[config.mk]
export PLATFORM = sky130hd
export DESIGN_NAME = sargantana_icache_ifill_responder_flat
export DESIGN_NICKNAME = d
export VERILOG_FILES = /design/src/rtl/sargantana_icache_pkg.sv /design/src/rtl/sargantana_icache_ifill_responder_if.sv /design/src/rtl/sargantana_ifill_line_buffer.sv /design/src/rtl/sargantana_icache_ifill_responder.sv /design/src/flat_wrapper.sv
export SDC_FILE = /design/constraint.sdc
export NUM_CORES = 1
export LEC_CHECK = 0
export BUFFER_PORTS_ARGS = -buffer_cell sky130_fd_sc_hd__buf_2
export CORE_MARGIN = 3
export CORE_UTILIZATION = 44
export CTS_CLUSTER_DIAMETER = 150
export DETAILED_ROUTE_END_ITERATION = 7
export PLACE_DENSITY_LB_ADDON = 0.1
export SLEW_MARGIN = 40
export SYNTH_ARGS = -nofsm -noshare
export SYNTH_HDL_FRONTEND = slang
export SYNTH_SLANG_ARGS = --single-unit
export TNS_END_PERCENT = 1
[constraint.sdc]
create_clock -name clk_i -period 2.3 [get_ports clk_i]
set_input_delay 0.23 -clock clk_i [delete_from_list [all_inputs] [get_ports clk_i]]
set_output_delay 0.23 -clock clk_i [all_outputs]
set_load 0.01 [all_outputs]
[src/rtl/sargantana_icache_pkg.sv]
// -----------------------------------------------------------------------------
// sargantana_icache_pkg
// Shared types and sizing constants for the icache iFill responder.
//   ifill_state_t      : responder FSM states
//   IFILL_BEATS        : memory beats per cache line
//   IFILL_OFFSET_BITS  : byte-offset bits cleared to line-align an address
// -----------------------------------------------------------------------------
package sargantana_icache_pkg;

    localparam int IFILL_PADDR_SIZE  = 40;
    localparam int IFILL_LINE_BITS   = 128;
    localparam int IFILL_MEM_DATA_W  = 64;
    localparam int IFILL_WAY_BITS    = 2;
    localparam int IFILL_BEATS       = IFILL_LINE_BITS / IFILL_MEM_DATA_W;
    localparam int IFILL_OFFSET_BITS = $clog2(IFILL_LINE_BITS / 8);

    typedef enum logic [1:0] {
        IDLE,
        REQ,
        DATA,
        RESP
    } ifill_state_t;

endpackage

[src/rtl/sargantana_icache_ifill_responder_if.sv]
// -----------------------------------------------------------------------------
// sargantana_icache_ifill_responder_if
// Bundles the iFill request/response channel, the beat-based memory read port
// and the external invalidate input seen by the iFill responder.
//   slave  : responder view (drives ifill_resp_*, mem_req_valid_o/addr_o)
//   master : environment view (icache + memory + invalidate source)
// -----------------------------------------------------------------------------
interface sargantana_icache_ifill_responder_if
    import sargantana_icache_pkg::*;
#(
    parameter int PADDR_SIZE = IFILL_PADDR_SIZE,
    parameter int LINE_BITS  = IFILL_LINE_BITS,
    parameter int MEM_DATA_W = IFILL_MEM_DATA_W,
    parameter int WAY_BITS   = IFILL_WAY_BITS
);

    logic                  ifill_req_valid_i;
    logic [WAY_BITS-1:0]   ifill_req_way_i;
    logic [PADDR_SIZE-1:0] ifill_req_paddr_i;
    logic                  ifill_resp_valid_o;
    logic                  ifill_resp_ack_o;
    logic [LINE_BITS-1:0]  ifill_resp_data_o;
    logic                  ifill_resp_inv_valid_o;
    logic [PADDR_SIZE-1:0] ifill_resp_inv_paddr_o;
    logic                  mem_req_valid_o;
    logic                  mem_req_ready_i;
    logic [PADDR_SIZE-1:0] mem_req_addr_o;
    logic                  mem_rvalid_i;
    logic [MEM_DATA_W-1:0] mem_rdata_i;
    logic                  mem_rerror_i;
    logic                  inv_valid_i;
    logic [PADDR_SIZE-1:0] inv_paddr_i;

    modport slave (
        input  ifill_req_valid_i, ifill_req_way_i, ifill_req_paddr_i,
        output ifill_resp_valid_o, ifill_resp_ack_o, ifill_resp_data_o,
        output ifill_resp_inv_valid_o, ifill_resp_inv_paddr_o,
        output mem_req_valid_o, mem_req_addr_o,
        input  mem_req_ready_i, mem_rvalid_i, mem_rdata_i, mem_rerror_i,
        input  inv_valid_i, inv_paddr_i
    );

    modport master (
        output ifill_req_valid_i, ifill_req_way_i, ifill_req_paddr_i,
        input  ifill_resp_valid_o, ifill_resp_ack_o, ifill_resp_data_o,
        input  ifill_resp_inv_valid_o, ifill_resp_inv_paddr_o,
        input  mem_req_valid_o, mem_req_addr_o,
        output mem_req_ready_i, mem_rvalid_i, mem_rdata_i, mem_rerror_i,
        output inv_valid_i, inv_paddr_i
    );

endinterface

[src/rtl/sargantana_ifill_line_buffer.sv]
// -----------------------------------------------------------------------------
// sargantana_ifill_line_buffer
// Assembles in-order memory beats into one cache line.
//   clk_i, rstn_i : clock, asynchronous active-low reset
//   clr_i         : restart the beat counter (line contents are kept)
//   wr_en_i       : write wr_data_i into the slot of the current beat
//   wr_data_i     : beat data
//   line_o        : assembled line register
//   last_beat_o   : the next write completes the line
// -----------------------------------------------------------------------------
module sargantana_ifill_line_buffer
    import sargantana_icache_pkg::*;
#(
    parameter int LINE_BITS  = IFILL_LINE_BITS,
    parameter int MEM_DATA_W = IFILL_MEM_DATA_W
) (
    input  logic                  clk_i,
    input  logic                  rstn_i,
    input  logic                  clr_i,
    input  logic                  wr_en_i,
    input  logic [MEM_DATA_W-1:0] wr_data_i,
    output logic [LINE_BITS-1:0]  line_o,
    output logic                  last_beat_o
);

    localparam int BEATS = LINE_BITS / MEM_DATA_W;
    localparam int CNT_W = (BEATS > 1) ? $clog2(BEATS) : 1;

    logic [CNT_W-1:0]     cnt_q;
    logic [LINE_BITS-1:0] line_q;

    always_ff @(posedge clk_i or negedge rstn_i) begin
        if (!rstn_i) begin
            cnt_q  <= '0;
            line_q <= '0;
        end else if (clr_i) begin
            cnt_q <= '0;
        end else if (wr_en_i) begin
            line_q[int'(cnt_q) * MEM_DATA_W +: MEM_DATA_W] <= wr_data_i;
            cnt_q <= cnt_q + CNT_W'(1);
        end
    end

    assign line_o      = line_q;
    assign last_beat_o = (cnt_q == CNT_W'(BEATS - 1));

endmodule

[src/rtl/sargantana_icache_ifill_responder.sv]
// -----------------------------------------------------------------------------
// sargantana_icache_ifill_responder
// Serves icache line fills: one line-aligned read on the memory port, beats
// assembled into a line, then a one-cycle ack (with valid unless the fill saw
// a beat error or a matching invalidation). External invalidations are
// forwarded to the icache one cycle later, independent of the fill FSM.
//   clk_i  : clock
//   rstn_i : asynchronous active-low reset (aborts any fill in flight)
//   bus    : iFill request/response, memory read port and invalidate input
// -----------------------------------------------------------------------------
module sargantana_icache_ifill_responder
    import sargantana_icache_pkg::*;
#(
    parameter int PADDR_SIZE = IFILL_PADDR_SIZE,
    parameter int LINE_BITS  = IFILL_LINE_BITS,
    parameter int MEM_DATA_W = IFILL_MEM_DATA_W,
    parameter int WAY_BITS   = IFILL_WAY_BITS
) (
    input logic                            clk_i,
    input logic                            rstn_i,
    sargantana_icache_ifill_responder_if.slave bus
);

    localparam int OFFSET_BITS = $clog2(LINE_BITS / 8);
    localparam logic [PADDR_SIZE-1:0] OFFSET_MASK =
        PADDR_SIZE'((64'd1 << OFFSET_BITS) - 64'd1);

    function automatic logic [PADDR_SIZE-1:0] line_addr(input logic [PADDR_SIZE-1:0] a);
        return a & ~OFFSET_MASK;
    endfunction

    ifill_state_t          state_q, state_d;
    logic [PADDR_SIZE-1:0] addr_q;
    logic [WAY_BITS-1:0]   way_q;
    logic                  err_q, kill_q;
    logic                  inv_valid_q;
    logic [PADDR_SIZE-1:0] inv_paddr_q;

    logic                  capture, beat_wr, busy, inv_hit, last_beat;
    logic [PADDR_SIZE-1:0] match_addr;
    logic [LINE_BITS-1:0]  line;
    logic                  req_valid, resp_ack, resp_valid;

    // The way is recorded for the transaction but nothing downstream needs it.
    logic unused_way;
    assign unused_way = ^way_q;

    assign capture = (state_q == IDLE) && bus.ifill_req_valid_i;
    assign beat_wr = (state_q == DATA) && bus.mem_rvalid_i;
    assign busy    = (state_q == REQ) || (state_q == DATA);

    // An invalidate arriving with the request is matched against that request.
    assign match_addr = capture ? line_addr(bus.ifill_req_paddr_i) : addr_q;
    assign inv_hit    = bus.inv_valid_i && (capture || busy) &&
                        (line_addr(bus.inv_paddr_i) == match_addr);

    sargantana_ifill_line_buffer #(
        .LINE_BITS  (LINE_BITS),
        .MEM_DATA_W (MEM_DATA_W)
    ) u_line_buffer (
        .clk_i       (clk_i),
        .rstn_i      (rstn_i),
        .clr_i       (capture),
        .wr_en_i     (beat_wr),
        .wr_data_i   (bus.mem_rdata_i),
        .line_o      (line),
        .last_beat_o (last_beat)
    );

    always_ff @(posedge clk_i or negedge rstn_i) begin
        if (!rstn_i) begin
            state_q <= IDLE;
        end else begin
            state_q <= state_d;
        end
    end

    always_comb begin
        state_d    = state_q;
        req_valid  = 1'b0;
        resp_ack   = 1'b0;
        resp_valid = 1'b0;
        case (state_q)
            IDLE: if (bus.ifill_req_valid_i) state_d = REQ;
            REQ: begin
                req_valid = 1'b1;
                if (bus.mem_req_ready_i) state_d = DATA;
            end
            DATA: if (beat_wr && last_beat) state_d = RESP;
            RESP: begin
                resp_ack   = 1'b1;
                resp_valid = !(err_q || kill_q);
                state_d    = IDLE;
            end
            default: state_d = IDLE;
        endcase
    end

    always_ff @(posedge clk_i or negedge rstn_i) begin
        if (!rstn_i) begin
            addr_q <= '0;
            way_q  <= '0;
            err_q  <= 1'b0;
            kill_q <= 1'b0;
        end else if (capture) begin
            addr_q <= line_addr(bus.ifill_req_paddr_i);
            way_q  <= bus.ifill_req_way_i;
            err_q  <= 1'b0;
            kill_q <= inv_hit;
        end else begin
            if (beat_wr && bus.mem_rerror_i) err_q <= 1'b1;
            if (inv_hit) kill_q <= 1'b1;
        end
    end

    always_ff @(posedge clk_i or negedge rstn_i) begin
        if (!rstn_i) begin
            inv_valid_q <= 1'b0;
            inv_paddr_q <= '0;
        end else begin
            inv_valid_q <= bus.inv_valid_i;
            if (bus.inv_valid_i) inv_paddr_q <= bus.inv_paddr_i;
        end
    end

    assign bus.mem_req_valid_o        = req_valid;
    assign bus.mem_req_addr_o         = addr_q;
    assign bus.ifill_resp_ack_o       = resp_ack;
    assign bus.ifill_resp_valid_o     = resp_valid;
    assign bus.ifill_resp_data_o      = line;
    assign bus.ifill_resp_inv_valid_o = inv_valid_q;
    assign bus.ifill_resp_inv_paddr_o = inv_paddr_q;

    // Beats may only arrive while the line is being assembled.
    a_rvalid_only_in_data: assert property (
        @(posedge clk_i) disable iff (!rstn_i) bus.mem_rvalid_i |-> (state_q == DATA)
    );

endmodule
[src/flat_wrapper.sv]
// flat-port wrapper written by rule: the top's interface ports become plain ports
module sargantana_icache_ifill_responder_flat import sargantana_icache_pkg::*;
#(
    parameter int PADDR_SIZE = IFILL_PADDR_SIZE,
    parameter int LINE_BITS  = IFILL_LINE_BITS,
    parameter int MEM_DATA_W = IFILL_MEM_DATA_W,
    parameter int WAY_BITS   = IFILL_WAY_BITS
)
  (clk_i, rstn_i, bus_ifill_req_valid_i, bus_ifill_req_way_i, bus_ifill_req_paddr_i, bus_ifill_resp_valid_o, bus_ifill_resp_ack_o, bus_ifill_resp_data_o, bus_ifill_resp_inv_valid_o, bus_ifill_resp_inv_paddr_o, bus_mem_req_valid_o, bus_mem_req_addr_o, bus_mem_req_ready_i, bus_mem_rvalid_i, bus_mem_rdata_i, bus_mem_rerror_i, bus_inv_valid_i, bus_inv_paddr_i);
  sargantana_icache_ifill_responder_if #(.PADDR_SIZE(PADDR_SIZE), .LINE_BITS(LINE_BITS), .MEM_DATA_W(MEM_DATA_W), .WAY_BITS(WAY_BITS)) bus_i ();
  input logic clk_i;
  input logic rstn_i;
  input wire logic [$bits(bus_i.ifill_req_valid_i)-1:0] bus_ifill_req_valid_i;
  input wire logic [$bits(bus_i.ifill_req_way_i)-1:0] bus_ifill_req_way_i;
  input wire logic [$bits(bus_i.ifill_req_paddr_i)-1:0] bus_ifill_req_paddr_i;
  output wire logic [$bits(bus_i.ifill_resp_valid_o)-1:0] bus_ifill_resp_valid_o;
  output wire logic [$bits(bus_i.ifill_resp_ack_o)-1:0] bus_ifill_resp_ack_o;
  output wire logic [$bits(bus_i.ifill_resp_data_o)-1:0] bus_ifill_resp_data_o;
  output wire logic [$bits(bus_i.ifill_resp_inv_valid_o)-1:0] bus_ifill_resp_inv_valid_o;
  output wire logic [$bits(bus_i.ifill_resp_inv_paddr_o)-1:0] bus_ifill_resp_inv_paddr_o;
  output wire logic [$bits(bus_i.mem_req_valid_o)-1:0] bus_mem_req_valid_o;
  output wire logic [$bits(bus_i.mem_req_addr_o)-1:0] bus_mem_req_addr_o;
  input wire logic [$bits(bus_i.mem_req_ready_i)-1:0] bus_mem_req_ready_i;
  input wire logic [$bits(bus_i.mem_rvalid_i)-1:0] bus_mem_rvalid_i;
  input wire logic [$bits(bus_i.mem_rdata_i)-1:0] bus_mem_rdata_i;
  input wire logic [$bits(bus_i.mem_rerror_i)-1:0] bus_mem_rerror_i;
  input wire logic [$bits(bus_i.inv_valid_i)-1:0] bus_inv_valid_i;
  input wire logic [$bits(bus_i.inv_paddr_i)-1:0] bus_inv_paddr_i;
  assign bus_i.ifill_req_valid_i = bus_ifill_req_valid_i;
  assign bus_i.ifill_req_way_i = bus_ifill_req_way_i;
  assign bus_i.ifill_req_paddr_i = bus_ifill_req_paddr_i;
  assign bus_ifill_resp_valid_o = bus_i.ifill_resp_valid_o;
  assign bus_ifill_resp_ack_o = bus_i.ifill_resp_ack_o;
  assign bus_ifill_resp_data_o = bus_i.ifill_resp_data_o;
  assign bus_ifill_resp_inv_valid_o = bus_i.ifill_resp_inv_valid_o;
  assign bus_ifill_resp_inv_paddr_o = bus_i.ifill_resp_inv_paddr_o;
  assign bus_mem_req_valid_o = bus_i.mem_req_valid_o;
  assign bus_mem_req_addr_o = bus_i.mem_req_addr_o;
  assign bus_i.mem_req_ready_i = bus_mem_req_ready_i;
  assign bus_i.mem_rvalid_i = bus_mem_rvalid_i;
  assign bus_i.mem_rdata_i = bus_mem_rdata_i;
  assign bus_i.mem_rerror_i = bus_mem_rerror_i;
  assign bus_i.inv_valid_i = bus_inv_valid_i;
  assign bus_i.inv_paddr_i = bus_inv_paddr_i;
  sargantana_icache_ifill_responder #(.PADDR_SIZE(PADDR_SIZE), .LINE_BITS(LINE_BITS), .MEM_DATA_W(MEM_DATA_W), .WAY_BITS(WAY_BITS)) u_core (.clk_i(clk_i), .rstn_i(rstn_i), .bus(bus_i));
endmodule
==> flow_summary.json <==
{
  "netlist_instances": 620,
  "p_leak_nw": 6.56,
  "synth_area_leader_cell": "dfrtp_1",
  "cts_root_buf": "clkbuf_16",
  "clk_pin_slew_ps": 60,
  "yosys.area.top_type_share_pct": 60.8,
  "grt_use_total_pct": 23.2,
  "grt_pass1_wl_um": 40000,
  "maxCapViolations": 0,
  "cts_tree": "done",
  "dieArea_sq_mm": 0.0217,
  "cp.required_ps": 2740,
  "setup_viol": 0,
  "fin_crit_sh_pct": 98.4,
  "ios": 365,
  "synthTopCellsByArea": "dfrtp_1, mux2_2, nand2_1, xnor2_1, mux2_4",
  "dr.pass1.iters": 4,
  "worst_pin_slew_ps": 422,
  "worst-setup-path-type": "flop to flop",
  "fin_hold_ws_ps": 20.2,
  "start_util_pct": 44.9,
  "rows": 51,
  "drtIter0Drc": 214,
  "p_per_area_mw_per_mm2": 1220,
  "synth_edf_count": 0,
  "clockBufferDepth": 3,
  "drv_slew": 0,
  "pre_cts_ws_ps": -129,
  "finalClockSkew_ps": 6.92,
  "ys_async_sr_fraction_pct": 100,
  "slew_headroom_pct": 71.9,
  "htree_levels": 1,
  "routed_wl_um": 25800,
  "drc_errors": 0,
  "ys_seq_area_share_pct": 60.8,
  "die_h_um": 147,
  "finalHoldViolCount": 0,
  "numCtsBuffers": 25,
  "ir_worst_vdd_v": 0.000937,
  "fin_nets": 1289,
  "status": "completed",
  "first_global_vias": 7332,
  "io_buffers": 358,
  "ys_ff_latch": 214,
  "fill_cells": 1480,
  "critPathMaxFanout": 5,
  "synth_ff_type": "dfrtp_1",
  "hp-class": "primary input to flop",
  "clk_latency_ps": 510,
  "drive_gt1_share_pct": 53.8,
  "fmax_ghz": 0.442,
  "synth_nets": 778,
  "dieWidth_um": 147,
  "critPathLaunchType": "flop",
  "hpwl_um": 18000,
  "period_minus_slack_ps": 2260,
  "final_core_util_pct": 67.7,
  "gp_congestion": 0.828,
  "synth_warnings": 0,
  "avgViaCountPerCell": 4.86,
  "vias": 6875,
  "avgSynthCellArea_sq_um": 14.2,
  "ys_types": 52,
  "finalWorstSetupSlack_ps": 36.9,
  "postRouteAntennaNets": 0,
  "synth_area_sq_mm": 0.00880,
  "cts_sinks": 214,
  "antenna_found_initial": 3,
  "area_growth_pct": 50.8,
  "overflow": 0,
  "worst_setup_path_end_kind": "flop",
  "wl_per_cell_um": 18.2,
  "core_area_sq_mm": 0.0196,
  "grt_max_degree": 70,
  "cp.arrival_ps": 2710
}
==> registers in the layout, indices dropped and copies added (netlist names) <==
name,count
u_core.u_line_buffer.line_o,128
u_core.bus.mem_req_addr_o,40
u_core.kill_q,1
u_core.bus.ifill_resp_inv_paddr_o,40
u_core.err_q,1
u_core.bus.ifill_resp_inv_valid_o,1
u_core.u_line_buffer.last_beat_o,1
u_core.state_q,2
==> cells in the mapped netlist (2+ instances only) <==
| master | instances |
|---|---|
| buf_1 | 4 |
| a21oi_1 | 7 |
| mux2_1 | 7 |
| o21ai_0 | 5 |
| nand2_1 | 59 |
| o2111ai_1 | 3 |
| dfrtp_1 | 214 |
| nand2b_1 | 4 |
| o22ai_1 | 6 |
| nor4_1 | 3 |
| nand3_1 | 5 |
| inv_1 | 24 |
| nand4b_1 | 2 |
| buf_6 | 2 |
| mux2_2 | 167 |
| ha_1 | 5 |
| a31oi_1 | 2 |
| mux2_4 | 9 |
| nor2_1 | 4 |
| buf_2 | 6 |
| xor2_1 | 10 |
| xnor2_1 | 22 |
| a221oi_1 | 2 |
| clkbuf_1 | 12 |
| a2bb2oi_2 | 2 |
| nor3_1 | 2 |
| and2_1 | 4 |
| nand4_1 | 4 |
==> critical path, cell delays in order (launching register included) <==
cell and delay (ps):
dfrtp_1 370, inv_1 110, ha_4 160, and2_4 210
mux2_4 320, xnor2_1 250, nand4b_1 160, nor4_2 400
a32o_2 220
==> stage by stage <==
| step | instance area (sq um) | power [mW] | std cells | setup TNS (ps) |
|---|---|---|---|---|
| after CTS | 13200 | 16.3 | 1414 | 0 |
| after global routing | 13300 | 17.2 | 1415 | -34.6 |
| after global placement | 11100 | 12.0 | 1242 | -76.9 |
| after detailed placement | 11100 | 12.1 | 1242 | -129 |
| final | 13300 | 16.2 | 1416 | 0 |
| after floorplan | 8800 | 9.40 | 620 | 0 |
==> per-layer routing <==
| layer | wire length [um] | vias up | global-route usage (%) |
|---|---|---|---|
| met5 | 26 | - | 0 |
| met4 | 964 | 4 | 8.67 |
| met3 | 2010 | 63 | 6.41 |
| met2 | 12600 | 288 | 38.9 |
| met1 | 10200 | 3328 | 28.8 |
| li1 | - | 3192 | - |
==> cell type report <==
type	instances	area, sq um	share of cell area [%]
flip-flops and latches	214	5360	40.4
inverters	24	90.1	0.679
diodes	2	5.00	0.0377
clock buffers	35	743	5.60
clock inverters	10	86.3	0.651
repair buffers	508	3390	25.5
well taps	265	332	2.50
multi-input cells	358	3270	24.7
==> placed cells by master (no fill, tap or decap), drive strengths merged, types with 5 or more instances in the layout <==
master and n:
buf 383, dfrtp 214, mux2 183, dlygate4sd3 124, nand2 59, clkbuf 36, inv 25, xnor2 23
xor2 10, a21oi 7, and2 7, o22ai 6, o21ai 6, nand3 5, clkinv 5, ha 5
==> cells by family (layout without fill, tap and decap cells) <==
group,after synthesis,count (layout),share of synthesized area (%)
other cells,0,2,0
mux,184,184,23.9
compound gates,42,42,3.65
simple gates,92,94,4.96
xor+xnor,33,33,3.37
buf+inv,50,577,2.56
fa+ha+maj,5,5,0.711
flops,214,214,60.8
==> what timing repair did <==
action | CTS | global route
gates resized for setup | 1 | 10
hold endpoints to repair | 231 | 0
hold buffers | 124 | 0
cloned | 2 | 0
pin swaps | 1 | 3
setup buffers | 1 | 0
endpoints found under the setup margin | 1 | 11
==> where the power goes <==
part	internal, mW	switching, mW
Sequential	5.30	0.804
Combinational	3.21	3.03
Clock	2.36	1.52
Total	10.9	5.36
==> path summary, 6_finish.rpt <==
kind                            slack [ps]                                   end  depth (start not counted)                       startpoint
worst max-delay path                    40                         u_core.kill_q                          8                u_core.state_q[1]
worst min-delay path                    20  u_core.bus.ifill_resp_inv_paddr_o[6]                          2               bus_inv_paddr_i[6]
worst max register to register          40                         u_core.kill_q                          8                u_core.state_q[1]
worst min register to register         480       u_core.u_line_buffer.line_o[13]                          1  u_core.u_line_buffer.line_o[13]
max in group asynchronous             1340       u_core.u_line_buffer.line_o[17]                          3                           rstn_i
min in group asynchronous              240      u_core.u_line_buffer.line_o[113]                          2                           rstn_i
Note: power is estimated with default switching activity, not from simulation.
